File: src/rtl/alu_pkg.sv
// Shared constants for the ALU issuer: mode-op codes, FSM state encoding, flag bit positions.
package alu_pkg;

  localparam logic [7:0] CLR_CMP  = 8'h40;
  localparam logic [7:0] CMP_OFF  = 8'h41;
  localparam logic [7:0] CMP_ON   = 8'h42;
  localparam logic [7:0] SIGN_OFF = 8'h43;
  localparam logic [7:0] SIGN_ON  = 8'h44;

  typedef enum logic [2:0] {
    ST_IDLE    = 3'd0,
    ST_ISSUE   = 3'd1,
    ST_WAIT0   = 3'd2,
    ST_WAIT    = 3'd3,
    ST_CAPTURE = 3'd4,
    ST_RESP    = 3'd5,
    ST_TIMEOUT = 3'd6
  } state_t;

  // Flags are packed {N, Z, V, C}.
  localparam int FLAG_C = 0;
  localparam int FLAG_V = 1;
  localparam int FLAG_Z = 2;
  localparam int FLAG_N = 3;

  function automatic logic is_mode_op(input logic [7:0] op);
    return (op >= CLR_CMP) && (op <= SIGN_ON);
  endfunction

endpackage

File: src/rtl/alu_flag_reg.sv
// Sticky {N,Z,V,C} flag register, loaded from the ALU result when upd is high; 1-cycle update, no backpressure.
module alu_flag_reg
  import alu_pkg::*;
(
  input  logic       clk,
  input  logic       rst_n,
  input  logic       upd,
  input  logic [7:0] res,
  input  logic       carry,
  input  logic       over,
  output logic [3:0] flags
);

  always_ff @(posedge clk or negedge rst_n) begin
    if (!rst_n) begin
      flags <= 4'b0000;
    end else if (upd) begin
      flags[FLAG_C] <= carry;
      flags[FLAG_V] <= over;
      flags[FLAG_Z] <= (res == 8'h00);
      flags[FLAG_N] <= res[7];
    end
  end

endmodule

File: src/rtl/alu_issuer.sv
// Single-outstanding ALU sequencer: 5-cycle min compute latency, 2-cycle mode ops; response held until rsp_ready.
// Define ALU_ISSUE_TIMEOUT_EN to add an 8-bit WAIT watchdog that answers with rsp_err after 255 cycles.
module alu_issuer
  import alu_pkg::*;
(
  input  logic       clk,
  input  logic       rst_n,
  input  logic       req_valid,
  output logic       req_ready,
  input  logic [7:0] req_op,
  input  logic [7:0] req_a,
  input  logic [7:0] req_b,
  output logic       rsp_valid,
  input  logic       rsp_ready,
  output logic [7:0] rsp_data,
  output logic       rsp_err,
  output logic [3:0] flags,
  output logic       alu_start,
  input  logic       alu_done,
  output logic [7:0] alu_cins,
  output logic [7:0] alu_a,
  output logic [7:0] alu_b,
  output logic       alu_oe,
  output logic       alu_carryin,
  input  logic [7:0] alu_out,
  input  logic       alu_carryout,
  input  logic       alu_overout,
  input  logic       alu_cmpo
);

  state_t     state, state_nxt;
  logic [7:0] op_q, a_q, b_q, data_q;
  logic       mode_q;
  logic       accept;
  logic       active;
  logic       unused_cmpo;

  assign unused_cmpo = alu_cmpo;

  assign accept = req_valid && req_ready;
  assign active = (state != ST_IDLE);

`ifdef ALU_ISSUE_TIMEOUT_EN
  logic [7:0] wd_cnt;
  logic       err_q;

  always_ff @(posedge clk or negedge rst_n) begin
    if (!rst_n) begin
      wd_cnt <= 8'd0;
      err_q  <= 1'b0;
    end else begin
      wd_cnt <= (state == ST_WAIT) ? wd_cnt + 8'd1 : 8'd0;
      if (accept)
        err_q <= 1'b0;
      else if (state == ST_TIMEOUT)
        err_q <= 1'b1;
    end
  end

  assign rsp_err = (state == ST_RESP) ? err_q : 1'b0;
`else
  assign rsp_err = 1'b0;
`endif

  always_comb begin
    state_nxt = state;
    case (state)
      ST_IDLE:    if (accept) state_nxt = ST_ISSUE;
      ST_ISSUE:   state_nxt = mode_q ? ST_RESP : ST_WAIT0;
      // The ALU only drops done one cycle after start, so done is not trusted here.
      ST_WAIT0:   state_nxt = ST_WAIT;
      ST_WAIT: begin
        if (alu_done)
          state_nxt = ST_CAPTURE;
`ifdef ALU_ISSUE_TIMEOUT_EN
        else if (wd_cnt == 8'd254)
          state_nxt = ST_TIMEOUT;
`endif
      end
      ST_CAPTURE: state_nxt = ST_RESP;
      ST_TIMEOUT: state_nxt = ST_RESP;
      ST_RESP:    if (rsp_ready) state_nxt = ST_IDLE;
      default:    state_nxt = ST_IDLE;
    endcase
  end

  always_ff @(posedge clk or negedge rst_n) begin
    if (!rst_n) state <= ST_IDLE;
    else        state <= state_nxt;
  end

  always_ff @(posedge clk or negedge rst_n) begin
    if (!rst_n) begin
      op_q   <= 8'h00;
      a_q    <= 8'h00;
      b_q    <= 8'h00;
      data_q <= 8'h00;
      mode_q <= 1'b0;
    end else if (accept) begin
      op_q   <= req_op;
      a_q    <= req_a;
      b_q    <= req_b;
      data_q <= 8'h00;
      mode_q <= is_mode_op(req_op);
    end else if (state == ST_CAPTURE) begin
      data_q <= alu_out;
    end
  end

  alu_flag_reg u_flag_reg (
    .clk   (clk),
    .rst_n (rst_n),
    .upd   (state == ST_CAPTURE),
    .res   (alu_out),
    .carry (alu_carryout),
    .over  (alu_overout),
    .flags (flags)
  );

  // rst_n gates req_ready so nothing is offered while reset is held.
  assign req_ready   = rst_n && (state == ST_IDLE) && alu_done;
  assign alu_start   = (state == ST_ISSUE) && !mode_q;
  // Mode ops present their code for the ISSUE cycle only.
  assign alu_cins    = ((state == ST_ISSUE) || (active && !mode_q)) ? op_q : 8'h00;
  assign alu_a       = active ? a_q : 8'h00;
  assign alu_b       = active ? b_q : 8'h00;
  assign alu_oe      = (state == ST_CAPTURE);
  assign alu_carryin = flags[FLAG_C];
  assign rsp_valid   = (state == ST_RESP);
  assign rsp_data    = rsp_valid ? data_q : 8'h00;

endmodule

File: config.mk
export PLATFORM = sky130hd
export DESIGN_NAME = alu_issuer
export DESIGN_NICKNAME = d
export VERILOG_FILES = /design/src/rtl/alu_pkg.sv /design/src/rtl/alu_flag_reg.sv /design/src/rtl/alu_issuer.sv
export SDC_FILE = /design/constraint.sdc
export NUM_CORES = 1
export LEC_CHECK = 0
export BUFFER_PORTS_ARGS = -buffer_cell sky130_fd_sc_hd__clkbuf_2
export CAP_MARGIN = 20
export CORE_MARGIN = 4
export CORE_UTILIZATION = 29
export CTS_CLUSTER_SIZE = 16
export DETAILED_ROUTE_END_ITERATION = 10
export SLEW_MARGIN = 15
export SYNTH_ARGS = -nofsm -noshare
export SYNTH_HDL_FRONTEND = slang
export SYNTH_HIERARCHICAL = 1
export SYNTH_SLANG_ARGS = --single-unit
File: constraint.sdc
create_clock -name clk -period 2.7 [get_ports clk]
set_input_delay 0.405 -clock clk [delete_from_list [all_inputs] [get_ports clk]]
set_output_delay 0.405 -clock clk [all_outputs]
set_load 0.05 [all_outputs]
==> results.yml, run 1 <==
cts:
  hold_buffers: 0
  cts_tree: "done"
  root_buffer: "clkbuf_8"
  cts_buffers: 5
  cts.sinks: 40
  post_cts_buffers: 0
  ctsHtreeMaxLevel: 2
  post_cts_resized: 0
  clockBufferDepth: 2
  clkTransAtPathRegs_ns: 0.07
  clk_latency_ns: 0.28
timing:
  hold_viol: 0
  setup_viol: 0
  fin_crit_ns: 2.34
  timing.setup.tns_ns: 0
  max_slew_margin: 0.657
  finClkSkew_ns: 0.00225
  fin_crit_sh: 0.868
  finalMaxSlewViolations: 0
  fmax_mhz: 427
  worst_slew_pin_slew_ns: 0.514
  rsz0062_at_grt: "false"
cells_and_area:
  final_util: 0.388
  fillers: 646
  areaGrowthSynthToFinish_pct: 28.4
  drive_above_1_share: 0.525
  final_area_mm2: 0.00249
  num_antenna_cells: 0
  nets: 280
global_routing:
  grt_pass1_wl_um: 7310
  grt_pass1_vias: 1525
  grt_usage: 0.110
  grt_max_degree: 41
  grt_antenna_before_repair: 0
  gr-total-overflow: 0
floorplanning:
  core-area_mm2: 0.00642
  fp.dieH_um: 89.8
  die_area_mm2: 0.00807
  die_w_um: 89.8
  io_pins: 82
  start_util: 0.302
  rows: 29
logic_synthesis:
  seq_area_frac_synth: 0.515
  syn-num-nets: 199
  synth_edf_count: 0
  synth_ff_type: "dfrtp_1"
  synthTopCellsByCount: "dfrtp_1 (40), mux2_2 (28), nor2b_1 (25)"
  yosys.area.top_type_share: 0.515
  syn_area_mm2: 0.00194
  syn_area_per_cell_um2: 12.2
  yosysMostFrequentCell: "dfrtp_1"
  synth_area_leaders: "dfrtp_1 (52%), mux2_2 (16%), nor2b_1 (8.1%)"
  async_flop_share: 1.00
  syn_inst: 159
  synth_top_area_cell: "dfrtp_1"
  synthDistinctLibCells: 31
  ys_warn_count: 6
  ys_ff_latch: 40
setup_path:
  r2r_cells: 3
  r2r-start: "state[1]"
  r2r_slack_ns: 1.05
  worstPathArrival_ns: 1.94
  cp_max_fo: 11
  cp.required_ns: 2.30
  start_kind: "register"
  r2r-end: "a_q[7]"
  path_class: "register to output pin"
  critPathCaptureType: "output pin"
flow_run:
  drv_cap: 0
routing:
  firstDrtPassIters: 4
  vias_per_cell: 4.44
  wl_um: 4220
  wl_per_cell_um: 13.3
  drc: 0
  num_vias: 1408
  drtIter0Drc: 51
  ant_nets: 0
pwr:
  finalPower_w: 0.00351
  switching_share: 0.516
  intPower_w: 0.00170
  power_density_mw_per_mm2: 1410
  power_frac_comb: 0.575
  ir_worst_vdd_mv: 0.656
  p_seq_frac: 0.304
  clockPowerShare: 0.121
  leakage_nw: 1.23
  p_switching_w: 0.00181
placement:
  placed_cell_area_mm2: 0.00240
  io_buffers: 79
  place.gp.congestion: 0.717
  place_hpwl_um: 3070
run_status:
  status: "finished, final reports clean"
worst_hold_path:
  hold_class: "input pin to async pin"
area by class of cell:
type                            count  area (µm²)  area share
Inverter                            1        3.75     0.00151
Clock buffer                        7        96.3      0.0387
Timing Repair Buffer               85         440       0.177
Tap cell                           77        96.3      0.0387
Sequential cell                    40        1000       0.402
Multi-Input combinational cell    107         855       0.343
how the worst max path moves through the flow:
stage / end / from
floorplan: rsp_data[0] / state[1]
global placement: alu_cins[1] / state[1]
detailed placement: alu_cins[1] / state[1]
CTS: alu_cins[1] / state[1]
global route: alu_cins[2] / state[1]
finish: alu_cins[1] / state[1]
worst max-delay path, stage by stage, from the launching register on:
cell and delay [ns]:
dfrtp_1 0.63, nor3_4 0.08, buf_4 0.19, nand2b_1 0.28, nor2b_1 0.18, clkbuf_2 0.29
per-layer routing:
metal | up-vias | global-route usage | wire, µm
met5 | - | 0 | 0
met4 | 0 | 0.0345 | 41
met3 | 4 | 0.0417 | 328
met2 | 51 | 0.179 | 1930
met1 | 655 | 0.137 | 1920
li1 | 698 | - | -
power by group through the flow:
stage	combinational (W)	clock, W	sequential [W]
finish	0.00202	0.000426	0.00107
global route	0.00215	0.000470	0.00111
CTS	0.00205	0.000447	0.00107
detailed placement	0.00204	0	0.00108
global placement	0.00204	0	0.00106
floorplan	0.00162	0	0.00107
logic make-up after synthesis:
logic type,share of synthesized area
compound gates,0.0283
simple gates,0.198
flops,0.515
mux,0.209
buf+inv,0.0470
other cells,0.00193
cell usage in the layout (no fill, tap or decap), types with 3 or more instances in the layout:
cell type	synthesis	layout
clkbuf_2	0	79
dfrtp_1	40	40
mux2_2	28	28
nor2b_1	25	25
nor2_1	12	12
and2_1	8	8
mux2i_1	8	8
clkbuf_8	0	7
buf_4	4	6
nand2_1	4	4
o21ai_0	3	3
flip-flops by register name (all words and copies together) (netlist names):
register,flops
mode_q,1
op_q,8
data_q,8
a_q,8
state,3
b_q,8
u_flag_reg/flags,4
through the flow:
stage	hold slack (ns)	setup WS [ns]	instances
final	0.216	0.357	317
after global routing	0.268	0.200	317
after CTS	0.240	0.329	317
after detailed placement	0.471	0.652	310
after global placement	0.464	0.685	310
after floorplan	0.109	0.448	159
Power figures use the tool's default switching activity.
==> run 2, diff against run 1 <==
ABC_CLOCK_PERIOD_IN_PS = 2700   (was not set)
CELL_PAD_IN_SITES_DETAIL_PLACEMENT = 2   (was not set)
CELL_PAD_IN_SITES_GLOBAL_PLACEMENT = 2   (was not set)
CORE_ASPECT_RATIO = 1.75   (was not set)
PLACE_DENSITY_LB_ADDON = 0.1   (was not set)
==> results.yml, run 2 (synthesis gave the netlist of run 1 again) <==
pwr:
  finalPower_w: 0.00374
  leakage_nw: 1.24
  p_seq_frac: 0.290
  p_switching_w: 0.00189
  intPower_w: 0.00185
  ir_worst_vdd_mv: 0.636
  switching_share: 0.505
  power_frac_comb: 0.548
  clockPowerShare: 0.162
  power_density_mw_per_mm2: 1470
floorplanning:
  fp.dieH_um: 116
  start_util: 0.297
  rows: 39
  io_pins: 82
  die_area_mm2: 0.00812
  die_w_um: 69.9
  core-area_mm2: 0.00654
worst_hold_path:
  hold_class: "input pin to async pin"
routing:
  vias_per_cell: 4.69
  wl_per_cell_um: 17.2
  met1_length_um: 1860
  wl_um: 5510
  num_vias: 1500
  drc: 0
  met3WireLength_um: 275
  dr.max_layer_used: "met4"
  drtIter0Drc: 18
  firstDrtPassIters: 4
  routed-wl-met2_um: 3300
  ant_nets: 0
cts:
  cts.sinks: 40
  clkTransAtPathRegs_ns: 0.06
  clk_latency_ns: 0.28
  hold_buffers: 0
  ctsHtreeMaxLevel: 2
  cts_tree: "done"
  clockBufferDepth: 2
  root_buffer: "clkbuf_16"
  post_cts_buffers: 0
  post_cts_resized: 0
  cts_buffers: 5
run_status:
  status: "finished, final reports clean"
cells_and_area:
  layout_commonest_cell: "clkbuf_2"
  nets: 278
  drive_above_1_share: 0.521
  num_antenna_cells: 0
  multiInputGateArea_um2: 855
  areaGrowthSynthToFinish_pct: 31.4
  most-common-layout-cells: "clkbuf_2 (79), dfrtp_1 (40), mux2_2 (28)"
  instances_no_fill: 320
  seq_area_mm2: 0.00100
  fillers: 732
placement:
  place_hpwl_um: 4290
  place.gp.congestion: 0.742
  dp_worst_setup_slack_ns: 0.731
  io_buffers: 79
  dp_cells: 313
timing:
  finClkSkew_ns: 0.00311
  timing.setup.tns_ns: 0
  setup_viol: 0
  fin_hold_ws_ns: 0.218
  max_slew_margin: 0.614
  finalMaxSlewViolations: 0
  fin_crit_ns: 2.18
  hold_viol: 0
  rsz0062_at_grt: "false"
  worst_slew_pin_slew_ns: 0.574
  fmax_mhz: 459
  worst_slack_ns: 0.522
  fin_crit_sh: 0.807
flow_run:
  drv_cap: 0
setup_path:
  critPathCaptureType: "output pin"
  critPathLaunch: "state[2]"
  worstPathArrival_ns: 1.77
  r2r-start: "state[1]"
  cp_max_fo: 12
  path_class: "register to output pin"
  cp.required_ns: 2.30
  start_kind: "register"
global_routing:
  grt_antenna_before_repair: 0
  gr-total-overflow: 0
  grt_pass1_wl_um: 9260
  grt_pass1_vias: 1812
  grt_usage: 0.145
  grt_max_degree: 42
## run 2: cell types whose count changed in the layout (fill, tap and decap cells not counted), sizes merged
cell and delta:
buf -2
## run 2: power by group through the flow
stage	registers [W]	logic, W	clock network, W
floorplan	0.00107	0.00162	0
global placement	0.00106	0.00204	0
detailed placement	0.00110	0.00209	0
CTS	0.00109	0.00210	0.000634
global route	0.00113	0.00219	0.000663
finish	0.00108	0.00205	0.000607
## run 2: final timing paths
path,end,slack [ns],cells after the start
max,rsp_data[2],0.52,3
min,u_flag_reg/flags[0],0.22,2
max reg2reg,op_q[0],0.79,3
min reg2reg,a_q[5],0.50,1
max in group asynchronous,a_q[0],2.12,2
min in group clk,b_q[0],0.36,2
## run 2: metrics by stage
step,area [µm²],utilization
after floorplan,1940,-
after global placement,2400,0.367
after detailed placement,2400,0.367
after CTS,2550,0.390
after global routing,2550,0.390
final,2550,0.390
## run 2: per-layer routing
| metal | vias up | global-route usage |
|---|---|---|
| met5 | - | 0 |
| met4 | 0 | 0.0499 |
| li1 | 690 | - |
| met2 | 51 | 0.298 |
| met3 | 6 | 0.0293 |
| met1 | 753 | 0.140 |
## run 2: worst max-delay path: stages (launching register included)
cell and delay [ns]:
dfrtp_1 0.62, and3b_1 0.41, and2_1 0.18, clkbuf_2 0.28
## run 2: layout make-up
| type | instances | share of cell area |
|---|---|---|
| clock buffer | 7 | 0.0598 |
| inverter | 1 | 0.00147 |
| multi-input combinational | 107 | 0.335 |
| sequential | 40 | 0.392 |
| tap | 82 | 0.0402 |
| timing repair buffer | 83 | 0.172 |
==> run 3, diff against run 2 <==
ABC_CLOCK_PERIOD_IN_PS = 1800   (was 2700)
CORE_UTILIZATION = 26   (was 29)
clock period = 1.8 ns   (was 2.7 ns; I/O delays follow)
==> results.yml, run 3 (synthesis gave the netlist of run 1 again) <==
pwr:
  power_density_mw_per_mm2: 2170
  ir_worst_vdd_mv: 0.811
  leakage_nw: 1.37
placement:
  io_buffers: 79
  placed_cell_area_mm2: 0.00252
  place.gp.congestion: 0.661
  place_hpwl_um: 3880
  dp_worst_setup_slack_ns: 0.0871
cells_and_area:
  final_area_mm2: 0.00288
  most-common-layout-cells: "clkbuf_2 (45), dfrtp_1 (37), mux2_2 (28)"
  areaGrowthSynthToFinish_pct: 48.3
  final_util: 0.398
  layout_commonest_cell: "clkbuf_2"
  nets: 288
  num_antenna_cells: 0
  drive_above_1_share: 0.647
timing:
  worst_slack_ns: 0.0229
  rsz0062_at_grt: "true"
  fmax_mhz: 563
  max_slew_margin: 0.646
  setup_viol: 0
  finClkSkew_ns: 0.00557
  finalMaxSlewViolations: 0
  hold_viol: 0
  worst_slew_pin_slew_ns: 0.531
  fin_crit_ns: 1.78
  fin_crit_sh: 0.987
worst_hold_path:
  hold_class: "input pin to async pin"
setup_path:
  worstPathArrival_ns: 1.51
  start_kind: "register"
  cp_max_fo: 18
  path_class: "register to output pin"
  cpMaxStageDelayCell: "dfrtp_2"
  crit_top_cell: "buf_12"
  cp.required_ns: 1.53
  path_cells: "nor3_4 > buf_12 > and3_4 > buf_12"
  critPathCaptureType: "output pin"
  max_stage_delay_ns: 0.47
floorplanning:
  die_w_um: 73.3
  start_util: 0.268
  core-area_mm2: 0.00723
  io_pins: 82
  fp.dieH_um: 122
  rows: 41
  die_area_mm2: 0.00897
cts:
  hold_buffers: 0
  clockBufferDepth: 2
  root_buffer: "clkbuf_16"
  cts_buffers: 5
  cts_tree: "done"
  ctsHtreeMaxLevel: 2
  cts.sinks: 40
  clkTransAtPathRegs_ns: 0.06
  clk_latency_ns: 0.28
routing:
  ant_nets: 0
  firstDrtPassIters: 4
  vias_per_cell: 4.61
  wl_um: 5310
  drtIter0Drc: 12
  num_vias: 1544
  wl_per_cell_um: 15.9
  drc: 0
global_routing:
  grt_max_degree: 41
  grt_pass1_vias: 1765
  grt_pass1_wl_um: 8640
  gr-total-overflow: 0
  grt_usage: 0.126
  grt_antenna_before_repair: 0
run_status:
  status: "finished, final reports clean"
flow_run:
  drv_cap: 0
==> run 3: final cells by class <==
cell class,instances,area (µm²)
inverters,1,3.75
repair buffers,93,677
flip-flops and latches,40,1000
multi-input cells,107,941
fillers,777,4350
well taps,86,108
clock buffers,8,146
==> run 3: routing by layer <==
layer | vias to the layer above | global-route usage | part of all wire
met5 | - | 0 | 0
met4 | 0 | 0.0408 | 0.013
met3 | 4 | 0.0344 | 0.073
met2 | 56 | 0.238 | 0.56
met1 | 773 | 0.130 | 0.35
li1 | 711 | - | -
==> run 3: per-stage QoR <==
| step | TNS [ns] | instances | hold slack (ns) | power, W |
|---|---|---|---|---|
| floorplan | -1.16 | 159 | -0.0256 | 0.00407 |
| global placement | 0 | 323 | 0.457 | 0.00486 |
| detailed placement | 0 | 323 | 0.462 | 0.00491 |
| CTS | -0.164 | 336 | 0.160 | 0.00617 |
| global route | -0.244 | 335 | 0.184 | 0.00664 |
| finish | 0 | 335 | 0.126 | 0.00625 |
==> run 3: worst paths after layout <==
kind                                    from                  end  slack (ns)  cells after the start
worst max-delay path                state[2]            req_ready        0.02                      4
worst min-delay path                   rst_n  u_flag_reg/flags[0]        0.13                      2
worst max register to register      state[1]              op_q[2]        0.08                      4
worst min register to register       op_q[5]              op_q[5]        0.49                      1
max in group asynchronous              rst_n             state[2]        1.29                      2
min in group clk                alu_carryout  u_flag_reg/flags[0]        0.22                      2
==> run 3: critical path: cells and delay by family, from the launching register on <==
family | cells | cell delay (ns)
buffers and inverters | 2 | 0.32
flip-flops | 1 | 0.47
AND/OR/NAND/NOR | 2 | 0.44
==> run 3: what timing repair did <==
action,CTS,global route
hold endpoints to repair,0,0
setup buffers,5,0
pin swaps,0,2
endpoints found under the setup margin,36,34
resized for setup,33,50
==> run 3: power breakdown <==
part           total, W  switching (W)  leakage, nW  internal [W]
sequential      0.00157       0.000251        0.492       0.00132
clock          0.000892       0.000339       0.0712      0.000553
combinational   0.00378        0.00236        0.803       0.00142
total           0.00625        0.00295         1.37       0.00330
